## config.mk

```make
export PLATFORM = sky130hd
export DESIGN_NAME = sobel_mag
export DESIGN_NICKNAME = d
export VERILOG_FILES = /design/src/rtl/sobel_mag.sv
export SDC_FILE = /design/constraint.sdc
export NUM_CORES = 1
export LEC_CHECK = 0
export ABC_CLOCK_PERIOD_IN_PS = 5600
export BUFFER_PORTS_ARGS = -buffer_cell sky130_fd_sc_hd__buf_2
export CORE_MARGIN = 2
export CORE_UTILIZATION = 38
export DETAILED_ROUTE_END_ITERATION = 10
export REMOVE_ABC_BUFFERS = 1
export SETUP_SLACK_MARGIN = 0.3
export SKIP_CTS_REPAIR_TIMING = 1
export SLEW_MARGIN = 20
export SYNTH_ARGS = -nofsm -noshare
export SYNTH_HDL_FRONTEND = slang
export SYNTH_SLANG_ARGS = --single-unit
```

## constraint.sdc

```tcl
create_clock -name clk -period 5.6 [get_ports clk]
set_input_delay 0.84 -clock clk [delete_from_list [all_inputs] [get_ports clk]]
set_output_delay 0.84 -clock clk [all_outputs]
set_load 0.02 [all_outputs]
```

## src/rtl/sobel_mag.sv

```systemverilog
// sobel_mag: pipelined Sobel gradient magnitude for one 3x3 greyscale window.
// The centre pixel is not used. Output is the L1 norm |Gx| + |Gy|, saturated to 8 bits.
//   clk    : rising-edge clock for all state
//   rst_n  : synchronous active-low reset; clears both pipeline stages
//   p0..p8 : window pixels (p4 / centre not present), unsigned 8-bit
//   magval : registered edge magnitude, 0..255
// Pipeline: stage 1 registers |Gx| and |Gy|, stage 2 registers the saturated sum.
// A new window is accepted every clock. There is no stall.
module sobel_mag (
    input  logic       clk,
    input  logic       rst_n,
    input  logic [7:0] p0,
    input  logic [7:0] p1,
    input  logic [7:0] p2,
    input  logic [7:0] p3,
    input  logic [7:0] p5,
    input  logic [7:0] p6,
    input  logic [7:0] p7,
    input  logic [7:0] p8,
    output logic [7:0] magval
);

    // Each weighted column/row sum is at most 4*255 = 1020, so it fits in 10 bits unsigned.
    logic [9:0] sum_right, sum_left, sum_bot, sum_top;
    logic signed [10:0] gx, gy;
    logic [9:0] abs_gx, abs_gy;

    always_comb begin
        sum_right = {2'b00, p2} + {1'b0, p5, 1'b0} + {2'b00, p8};
        sum_left  = {2'b00, p0} + {1'b0, p3, 1'b0} + {2'b00, p6};
        sum_bot   = {2'b00, p6} + {1'b0, p7, 1'b0} + {2'b00, p8};
        sum_top   = {2'b00, p0} + {1'b0, p1, 1'b0} + {2'b00, p2};
        gx = signed'({1'b0, sum_right}) - signed'({1'b0, sum_left});
        gy = signed'({1'b0, sum_bot})   - signed'({1'b0, sum_top});
        // |G| <= 1020, so the 10-bit truncation of the negated value is exact.
        abs_gx = gx[10] ? 10'(-gx) : gx[9:0];
        abs_gy = gy[10] ? 10'(-gy) : gy[9:0];
    end

    logic [9:0]  abs_gx_q, abs_gy_q;
    logic [10:0] mag;

    always_ff @(posedge clk) begin
        if (!rst_n) begin
            abs_gx_q <= '0;
            abs_gy_q <= '0;
        end else begin
            abs_gx_q <= abs_gx;
            abs_gy_q <= abs_gy;
        end
    end

    // 11-bit sum holds the full 0..2040 range, so the saturation compare never sees a wrapped value.
    always_comb mag = {1'b0, abs_gx_q} + {1'b0, abs_gy_q};

    always_ff @(posedge clk) begin
        if (!rst_n)
            magval <= '0;
        else
            magval <= (mag > 11'd255) ? 8'hFF : mag[7:0];
    end

endmodule

```

# [Word-level counts from Yosys, hierarchy flattened]
# Index checks and enable logic that the tools add are counted.
[classes] add_sub_neg=13 n_lt_le_gt_ge=1 n_mux=3
[ops] op="adder 10 x 8 -> 10 bit" count=4
[ops] op="adder 8 x 9 -> 10 bit" count=4
[ops] op="subtractor 10 x 10 -> 11 bit" count=2
[ops] op="two-way mux 10 bit" count=2
[ops] op="negation 10 bit" count=2
[ops] op="adder 10 x 10 -> 11 bit" count=1
[ops] op="greater-than comparator 11 x 8 -> 1 bit (second input constant)" count=1
[ops] op="two-way mux 8 bit" count=1
[word_totals] regBits=28 output_inout_bits=8 wordCells=20

# [Logic depth before layout (Yosys ltp)]
# Gate-level depths: netlist (run 1).
[depth] word_depth=5 ltp_mapped=15

# [Worst setup path before layout (run 1)]
# OpenSTA, ideal clock, no wires.
[synth_timing] kind="input-to-reg" startpoint="input p0[2]" endpoint="register abs_gx_q[9]" setup_time_ns=0.072 arrival_ns=4.417 required_ns=5.528 slack_ns=1.111 cell_stages=13 path_cell_list="inv_1 fa_1 fa_1 inv_1 fa_1 inv_1 ha_1 a211oi_2 o31ai_2 xor2_1 or4_1 o31ai_2 mux2i_1"
[synth_via] elab_chain_len=5
[synth_lines] element="start: declaration" line_no="12" rtl="input logic [7:0] p0,"
[synth_lines] element="adder 8 x 9 -> 10 bit (*)" line_no="30" rtl="sum_left = {2'b00, p0} + {1'b0, p3, 1'b0} + {2'b00, p6};"
[synth_lines] element="adder 10 x 8 -> 10 bit (*)" line_no="30"
[synth_lines] element="subtractor 10 x 10 -> 11 bit (*)" line_no="33" rtl="gx = signed'({1'b0, sum_right}) - signed'({1'b0, sum_left});"
[synth_lines] element="negation 10 bit" line_no="36" rtl="abs_gx = gx[10] ? 10'(-gx) : gx[9:0];"
[synth_lines] element="two-way mux 10 bit (*)" line_no="36"
[synth_lines] element="end signal: assignment" line_no="48" rtl="abs_gx_q <= abs_gx;"
[synth_lines] element="end: declaration" line_no="40" rtl="logic [9:0] abs_gx_q, abs_gy_q;"
# Mark *: on every way between the ends. The rest lies on a longest branch, timed or not.
# A chain may end at the register's enable or synchronous reset.

# [Final worst setup path (run 1)]
[layout_timing] startpoint="input p0[2]" endpoint="register abs_gy_q[3]"
[layout_via] elab_chain_len=5
[layout_lines] element="adder 8 x 9 -> 10 bit (*)" line_no="32" rtl="sum_top = {2'b00, p0} + {1'b0, p1, 1'b0} + {2'b00, p2};"
[layout_lines] element="adder 10 x 8 -> 10 bit (*)" line_no="32"
[layout_lines] element="subtractor 10 x 10 -> 11 bit (*)" line_no="34" rtl="gy = signed'({1'b0, sum_bot}) - signed'({1'b0, sum_top});"
[layout_lines] element="negation 10 bit" line_no="37" rtl="abs_gy = gy[10] ? 10'(-gy) : gy[9:0];"
[layout_lines] element="two-way mux 10 bit (*)" line_no="37"
[layout_lines] element="end signal: assignment" line_no="49" rtl="abs_gy_q <= abs_gy;"
[layout_lines] element="end: declaration" line_no="40"
# Marked as above.

==> results.ini, run 1 <==
[critical_path]
crit_type=in -> reg
rr_startpoint=abs_gx_q[0]$_SDFF_PN0_
timing.reg2reg.worst_path_depth=9
required_ps=5790
timing.reg2reg.setup_slack_ps=3180
worstSetupStartpointType=input port
regToRegEndpoint=magval[3]$_SDFF_PN0_
critical_path_arrival_ps=4870
worst_setup_path_end_kind=flip-flop
timing.critical_path.fanout_max=11

[worst_hold_path]
worst_hold_path_type=reg -> reg
min_to=magval[0]$_SDFF_PN0_
timing.hold.worst.start=abs_gy_q[0]$_SDFF_PN0_
min_delay_path_depth=2

[routing]
post-route-drc-count=0
dr.first_iter.drc_count=125
vias_per_cell=4.56
finalWirelength_um=7260
drt-wirelength-per-cell_um=10.9
firstDrtPassIters=4
route.vias.total=3043
route.antenna.remaining_nets=0

[timing]
finalSetupViolCount=0
fin_skew_ps=3.85
grt_setup_unrepaired=false
final.min_clock_period_ps=4680
tcrit_tclk_final=0.836
slew_viol_final=0
max_freq_mhz=214
setup_tns_ps=0
worst_slew_margin_rel=0.480
whs_ps=588
tightestPinTransition_ps=781
hold_violations=0

[synthesis]
synth.mux.area_fraction=0.0125
synthSimpleGateAreaFrac=0.108
count_of_flip_flops_with_a_built_in_enable_after_synthesis=0
synth_xor_xnor_area_share=0.0415
synth_fa_ha_area_frac=0.427
synth.yosys.warnings=0
synth_top_area_share=0.315
yosys.cell_types.count=42
dominantRegCellSynth=sky130_fd_sc_hd__dfxtp_1
synth_top_family_by_area=adder cells
number_of_flip_flops_and_latches_in_the_synthesized_netlist=28
synth_cells=459
synth-seq-area-share=0.140
postSynth.asyncResetShare=0
netlist_area_um2=4010
synth.avg_cell_area_um2=8.73
post-synth-top-area-cell=sky130_fd_sc_hd__fa_1
synth_top_cells_by_area=sky130_fd_sc_hd__fa_1 31%, sky130_fd_sc_hd__dfxtp_1 14%, sky130_fd_sc_hd__inv_1 13%
synth_compound_gate_area_share=0.132

[finish]
layout-area-overhead-vs-synth_pct=14.0
num_antenna_cells=0
layout.cells.non_filler=667
nets=698
layout_cell_share_with_drive_strength_beyond_1=0.162

[placed_design]
gp_routability_congestion=0.818
place.detailed.instances=664
detailed_place_hpwl_um=6540
io_buffer_count=73

[floorplanning]
boundaryPins=74
dieWidth_um=107
core_area_um2=10300
overall_die_height_um=107
placement_rows=37
floorplan.die_area_um2=11400
starting_density_of_the_core=0.390

[clock_network]
cts.sinks=28
clkTransAtPathRegs_ps=80
tritoncts=yes
ctsLongestPathBuffers=2
tritoncts.num_buffers=3
clk_root_buffer_cell=sky130_fd_sc_hd__clkbuf_8
clk_latency_ps=270
cts-htree-levels=1

[pwr]
peakVddDrop_uv=159
p_leak_nw=2.47
power.total_w=0.00227
power_density_nw_per_um2=498

[flow_run]
maxCapViolations=0

[global_routing]
antenna_violations_before_repair=0
gr-total-overflow=0
first_global_vias=3155
grt_pass1_wl_um=13300
largest_net_degree_at_the_start_of_global_routing=20
gr-usage-all-layers=0.141

[status]
status=complete, no violations

## metrics by stage
stage / instance area, um^2 / util / setup WS [ps]
after floorplan: 3990 / - / 1110
after global placement: 4520 / 0.440 / 723
after detailed placement: 4520 / 0.440 / 647
after CTS: 4560 / 0.444 / 937
after global routing: 4560 / 0.444 / 654
final: 4560 / 0.444 / 921
## report_power, final
group	internal, W	leakage (nW)	switching (W)
Sequential	0.000290	0.234	0.0000253
Combinational	0.000789	2.22	0.00107
Clock	0.0000482	0.0216	0.0000566
## layout by cell type, fill, tap and decap left out, drive strengths merged, types with 3 or more instances in the layout
master / count
inv: 142
buf: 73
fa: 63
ha: 36
dfxtp: 28
a21oi: 24
nor2: 20
o21ai: 14
or3: 13
o21a: 13
nand2: 11
xnor2: 10
nor3: 10
xor2: 9
a21o: 7
and3: 6
o31ai: 6
nand3: 5
mux2i: 5
a31oi: 3
nand2b: 3
nor2b: 3
clkbuf: 3
or4: 3
or2: 3
## logic make-up (layout without fill, tap and decap cells)
kind of cell	count (synthesis)	in the layout
DFF	28	28
muxes	5	5
xor gates and xnor gates	19	19
AOI/OAI and AO/OA	78	78
buffers and inverters	147	219
adders and majority gates	99	99
and+or+nand+nor	83	83
## state kept, by name (all words and copies together) (netlist names)
signal / flops
abs_gy_q: 10
magval: 8
abs_gx_q: 10
## synth_stat cells (3+ instances only)
library cell / count
sky130_fd_sc_hd__a21o_1: 7
sky130_fd_sc_hd__a21oi_1: 24
sky130_fd_sc_hd__a31oi_1: 3
sky130_fd_sc_hd__and3_1: 6
sky130_fd_sc_hd__dfxtp_1: 28
sky130_fd_sc_hd__fa_1: 63
sky130_fd_sc_hd__ha_1: 36
sky130_fd_sc_hd__inv_1: 142
sky130_fd_sc_hd__mux2i_1: 5
sky130_fd_sc_hd__nand2_1: 11
sky130_fd_sc_hd__nand2b_1: 3
sky130_fd_sc_hd__nand3_1: 5
sky130_fd_sc_hd__nor2_1: 20
sky130_fd_sc_hd__nor2b_1: 3
sky130_fd_sc_hd__nor3_1: 10
sky130_fd_sc_hd__o21a_1: 13
sky130_fd_sc_hd__o21ai_0: 9
sky130_fd_sc_hd__o21ai_1: 5
sky130_fd_sc_hd__o31ai_1: 3
sky130_fd_sc_hd__o31ai_2: 3
sky130_fd_sc_hd__or3_1: 13
sky130_fd_sc_hd__xnor2_1: 10
sky130_fd_sc_hd__xor2_1: 9
## critical path: stages
cell	delay, ps
sky130_fd_sc_hd__buf_2	80
sky130_fd_sc_hd__inv_1	70
sky130_fd_sc_hd__fa_1	520
sky130_fd_sc_hd__fa_1	540
sky130_fd_sc_hd__inv_1	60
sky130_fd_sc_hd__fa_1	600
sky130_fd_sc_hd__inv_1	60
sky130_fd_sc_hd__ha_1	280
sky130_fd_sc_hd__a211oi_2	80
sky130_fd_sc_hd__o31ai_1	520
sky130_fd_sc_hd__o221ai_1	220
sky130_fd_sc_hd__a21oi_1	630
sky130_fd_sc_hd__o21ai_0	220
sky130_fd_sc_hd__a21oi_1	150
## routing by layer
metal | vias to the layer above | share of wire | global-route usage
li1 | 1572 | - | -
met1 | 1410 | 0.46 | 0.178
met2 | 57 | 0.50 | 0.266
met3 | 4 | 0.039 | 0.0146
met4 | 0 | 0.0055 | 0.0139
met5 | - | 0 | 0
## worst max-delay path by stage
stage / startpoint / slack (ps) / depth (start not counted) / endpoint
final: p0[2] / 920 / 14 / abs_gy_q[3]$_SDFF_PN0_
after CTS: p0[2] / 940 / 14 / abs_gy_q[3]$_SDFF_PN0_
after detailed placement: p0[2] / 650 / 14 / abs_gy_q[3]$_SDFF_PN0_
after global routing: p6[5] / 650 / 15 / abs_gy_q[4]$_SDFF_PN0_
after floorplan: p0[2] / 1110 / 13 / abs_gx_q[9]$_SDFF_PN0_
after global placement: p0[2] / 720 / 14 / abs_gx_q[9]$_SDFF_PN0_
## cell type report
type	count	area, um^2
timing repair buffer	73	365
clock buffer	3	41.3
fill	1039	5710
sequential	28	561
tap	136	170
inverter	143	537
multi-input combinational	284	2890
(Power assumes the default switching activity.)
==> inputs of run 2 (changes only) <==
--- a/config.mk
+++ b/config.mk
@@ -5,7 +5,7 @@
 export SDC_FILE = /design/constraint.sdc
 export NUM_CORES = 1
 export LEC_CHECK = 0
-export ABC_CLOCK_PERIOD_IN_PS = 5600
+export ABC_CLOCK_PERIOD_IN_PS = 4380
 export BUFFER_PORTS_ARGS = -buffer_cell sky130_fd_sc_hd__buf_2
 export CORE_MARGIN = 2
 export CORE_UTILIZATION = 38
==> constraint.sdc (replaced) <==
create_clock -name clk -period 4.38 [get_ports clk]
set_input_delay 0.657 -clock clk [delete_from_list [all_inputs] [get_ports clk]]
set_output_delay 0.657 -clock clk [all_outputs]
set_load 0.02 [all_outputs]
==> run 2 against run 1 <==
Against the previous run:
- critical path depth increased by 1
- worst setup slack got worse by 650 ps
- sequential power is 27% higher
- wire length grew 11%
- combinational power increased by 86%
- non-clock buffer count is 41 higher
- cell area increased by 15%
- critical endpoint is now abs_gx_q[9]$_SDFF_PN0_
- largest cell class unchanged
- largest power group unchanged
==> results.ini, run 2 (synthesis gave the netlist of run 1 again) <==
[critical_path]
worst_setup_path_end_kind=flip-flop
crit_type=in -> reg
worst_path_max_delay_cell=sky130_fd_sc_hd__fa_1
required_ps=4590
rr_startpoint=abs_gx_q[0]$_SDFF_PN0_
crit_start=p2[0]
critical-path-max-stage-delay_ps=540
crit_chain=buf_6 > fa_1 > inv_2 > fa_2 > fa_1 > inv_1 > ha_2 > inv_2 > fa_2 > nand2b_4 > a21oi_2 > xor2_2 > or4_4 > o31ai_4 > mux2i_1
timing.critical_path.fanout_max=5
worstSetupStartpointType=input port
critical_path_arrival_ps=4320

[floorplanning]
core_area_um2=10300
boundaryPins=74
dieWidth_um=107
overall_die_height_um=107
starting_density_of_the_core=0.390
floorplan.die_area_um2=11400
placement_rows=37

[placed_design]
io_buffer_count=73
gp_routability_congestion=0.796
detailed_place_hpwl_um=6910

[finish]
reg_top3=abs_gx_q (10), abs_gy_q (10), magval (8)
layout_common_cells=131 x sky130_fd_sc_hd__inv_1, 69 x sky130_fd_sc_hd__buf_2, 58 x sky130_fd_sc_hd__fa_1
num_antenna_cells=0
nets=739
final_core_util=0.512
num-fill-cells=1017
layout-area-overhead-vs-synth_pct=31.3
layout_cell_share_with_drive_strength_beyond_1=0.325
commonest_non_fill_non_tap_cell_in_the_layout=sky130_fd_sc_hd__inv_1

[timing]
fin_skew_ps=3.77
worst_slew_margin_rel=0.546
tcrit_tclk_final=0.939
final.min_clock_period_ps=4110
max_freq_mhz=243
tightestPinTransition_ps=662
hold_violations=0
grt_setup_unrepaired=true
finalSetupViolCount=0
slew_viol_final=0
setup_tns_ps=0

[clock_network]
ctsLongestPathBuffers=2
tritoncts=yes
tritoncts.num_buffers=3
clk_latency_ps=270
cts-htree-levels=1
cts.sinks=28
clkTransAtPathRegs_ps=90
clk_root_buffer_cell=sky130_fd_sc_hd__clkbuf_8

[worst_hold_path]
timing.hold.worst.start=abs_gy_q[0]$_SDFF_PN0_
worst_hold_path_type=reg -> reg

[pwr]
power_density_nw_per_um2=761
peakVddDrop_uv=305
p_leak_nw=2.72

[global_routing]
largest_net_degree_at_the_start_of_global_routing=20
busiest_layer=met2
met1_usage=0.184
gr-total-overflow=0
met3_usage=0.0146
first_global_vias=3296
gr-usage-all-layers=0.146
use_met2=0.280
antenna_violations_before_repair=0
grt_pass1_wl_um=13900

[routing]
post-route-drc-count=0
vias_per_cell=4.58
route.antenna.remaining_nets=0
route.vias.total=3244
firstDrtPassIters=4
drt-wirelength-per-cell_um=11.3
finalWirelength_um=8030
dr.first_iter.drc_count=79

[status]
status=complete, no violations

[flow_run]
maxCapViolations=0

## run 2: changes by cell type in the layout (fill, tap and decap cells not counted), sizes merged
cell	delta
buf	+41
clkbuf	+1
## run 2: area by class of cell
cell class / instances / area, um^2 / area share
Sequential cell: 28 / 561 / 0.107
Tap cell: 136 / 170 / 0.0324
Multi-Input combinational cell: 284 / 3230 / 0.615
Clock buffer: 4 / 55.1 / 0.0105
Inverter: 143 / 537 / 0.102
Timing Repair Buffer: 114 / 702 / 0.134
## run 2: worst paths after layout
check / end / slack, ps / depth (start not counted)
setup / recovery: abs_gx_q[9]$_SDFF_PN0_ / 270 / 15
hold / removal: magval[0]$_SDFF_PN0_ / 580 / 2
setup reg to reg: magval[2]$_SDFF_PN0_ / 1970 / 9
hold reg to reg: magval[0]$_SDFF_PN0_ / 580 / 2
## run 2: routing by layer
metal,vias up,share of wire
met5,-,0
li1,1652,-
met3,2,0.026
met1,1539,0.43
met4,0,0.0029
met2,51,0.54
## run 2: power by group
part,switching (W),internal (W),leakage [nW]
clock,0.0000740,0.0000803,0.0288
combinational,0.00179,0.00166,2.46
sequential,0.0000281,0.000371,0.234
## run 2: worst max-delay path: cells and delay by family
kind | cells | cell delay, ps
and+or+nand+nor | 2 | 700
buffers and inverters | 4 | 260
AOI/OAI and AO/OA | 2 | 460
adders and majority gates | 5 | 1900
xor gates and xnor gates | 1 | 140
muxes | 1 | 200
## run 2: per-stage QoR
stage	worst slack, ps	total power [W]	instance area (um^2)	std cells	hold slack [ps]
6_report	269	0.00400	5260	709	576
3_5_place_dp	-249	0.00317	4780	698	568
4_1_cts	27.8	0.00334	4830	702	589
3_3_place_gp	-176	0.00312	4780	698	568
5_1_grt	94.1	0.00444	5260	709	617
2_1_floorplan	74.4	0.00231	3990	455	528
==> inputs of run 3 (changes only) <==
--- a/config.mk
+++ b/config.mk
@@ -5,11 +5,13 @@
 export SDC_FILE = /design/constraint.sdc
 export NUM_CORES = 1
 export LEC_CHECK = 0
+export ABC_AREA = 0
 export ABC_CLOCK_PERIOD_IN_PS = 4380
 export BUFFER_PORTS_ARGS = -buffer_cell sky130_fd_sc_hd__buf_2
 export CORE_MARGIN = 2
 export CORE_UTILIZATION = 38
 export DETAILED_ROUTE_END_ITERATION = 10
+export RECOVER_POWER = 25
 export REMOVE_ABC_BUFFERS = 1
 export SETUP_SLACK_MARGIN = 0.3
 export SKIP_CTS_REPAIR_TIMING = 1
==> run 3 against run 2 <==
Against the previous run:
- flip-flop and latch count is the same
- register-to-register slack about the same
- first-iteration DRC count increased by 1.3%
- critical path depth increased by 1
- maximum frequency shrank 0.45%
- global-route usage is the same
- sequential share of layout area about the same
- hold slack lost 0.79 ps
==> results.ini, run 3 (synthesis gave the netlist of run 1 again) <==
[finish]
reg_top3=abs_gx_q (10), abs_gy_q (10), magval (8)
num_antenna_cells=0
layout-area-overhead-vs-synth_pct=31.0
nets=739
final_core_util=0.511
layout_common_cells=132 x sky130_fd_sc_hd__inv_1, 61 x sky130_fd_sc_hd__buf_2, 58 x sky130_fd_sc_hd__fa_1
commonest_non_fill_non_tap_cell_in_the_layout=sky130_fd_sc_hd__inv_1
layout_cell_share_with_drive_strength_beyond_1=0.309

[routing]
route.antenna.remaining_nets=0
route.vias.total=3240
drt-wirelength-per-cell_um=11.4
firstDrtPassIters=4
vias_per_cell=4.57
finalWirelength_um=8050
dr.first_iter.drc_count=80
post-route-drc-count=0

[placed_design]
io_buffer_count=73
gp_routability_congestion=0.796
detailed_place_hpwl_um=6910

[worst_hold_path]
worst_hold_path_type=reg -> reg

[critical_path]
crit_chain=buf_6 > inv_1 > fa_1 > inv_2 > fa_2 > fa_1 > inv_1 > ha_2 > inv_2 > fa_2 > nand2b_4 > a21oi_2 > xor2_2 > or4_4 > o31ai_4 > mux2i_1
timing.critical_path.fanout_max=5
worst_setup_path_end_kind=flip-flop
worst_path_max_delay_cell=sky130_fd_sc_hd__or4_4
critical_path.n_buffers_inverters=5
critical-path-max-stage-delay_ps=540
worstSetupStartpointType=input port
critical_path_arrival_ps=4330
delay_heaviest_family_cp=adder cells
crit_type=in -> reg
timing.reg2reg.setup_slack_ps=1960
required_ps=4580

[timing]
final.min_clock_period_ps=4130
tightestPinTransition_ps=673
max_freq_mhz=242
hold_violations=0
slew_viol_final=0
finalSetupViolCount=0
grt_setup_unrepaired=true
fin_skew_ps=2.94
tcrit_tclk_final=0.943
worst_slew_margin_rel=0.539

[clock_network]
clkTransAtPathRegs_ps=90
clk_latency_ps=270
ctsLongestPathBuffers=2
tritoncts=yes
cts-htree-levels=1
tritoncts.num_buffers=3
cts.sinks=28
clk_root_buffer_cell=sky130_fd_sc_hd__clkbuf_8

[status]
status=complete, no violations

[global_routing]
grt_pass1_wl_um=13900
gr-total-overflow=0
antenna_violations_before_repair=0
gr-usage-all-layers=0.146
largest_net_degree_at_the_start_of_global_routing=20
first_global_vias=3296

[floorplanning]
placement_rows=37
floorplan.die_area_um2=11400
boundaryPins=74
starting_density_of_the_core=0.390
overall_die_height_um=107
dieWidth_um=107
core_area_um2=10300

[pwr]
p_leak_nw=2.70
power_density_nw_per_um2=762
power.total_w=0.00400
peakVddDrop_uv=306

[flow_run]
maxCapViolations=0

## run 3: cell count changes in the layout (fill, tap and decap cells not counted), sizes merged
cell	before	now
buf	114	106
clkbuf	4	12
## run 3: path summary, 6_finish.rpt
path | startpoint | endpoint | cells after the start
hold / removal | abs_gy_q[0]$_SDFF_PN0_ | magval[0]$_SDFF_PN0_ | 2
setup reg to reg | abs_gx_q[0]$_SDFF_PN0_ | magval[2]$_SDFF_PN0_ | 9
setup / recovery | p0[0] | abs_gx_q[9]$_SDFF_PN0_ | 16
hold reg to reg | abs_gy_q[0]$_SDFF_PN0_ | magval[0]$_SDFF_PN0_ | 2
## run 3: cell type report
cell class | instances | area, um^2
Timing Repair Buffer | 114 | 692
Inverter | 143 | 537
Multi-Input combinational cell | 284 | 3230
Fill cell | 1015 | 5030
Sequential cell | 28 | 561
Tap cell | 136 | 170
Clock buffer | 4 | 55.1
## run 3: where the power goes
part           switching (W)  total [W]  internal, W
Sequential         0.0000294   0.000400     0.000371
Combinational        0.00179    0.00344      0.00165
Clock              0.0000743   0.000155    0.0000803
## run 3: metrics by stage
stage	cells	cell area [um^2]	TNS (ps)	setup slack, ps	hold slack (ps)
floorplan	455	3990	0	74.4	528
CTS	702	4830	0	27.8	589
finish	709	5250	0	251	575
global route	709	5250	0	63.0	617
global placement	698	4780	-1190	-176	568
detailed placement	698	4780	-1490	-249	568
## run 3: worst min-delay path: stages, from the launching register on
cell and delay [ps]:
sky130_fd_sc_hd__dfxtp_1 320, sky130_fd_sc_hd__ha_1 120, sky130_fd_sc_hd__o21a_1 110
## run 3: layer usage
layer / GRT usage / share of wire
met5: 0 / 0
met4: 0.0130 / 0.0029
met3: 0.0146 / 0.025
met2: 0.280 / 0.53
met1: 0.184 / 0.44
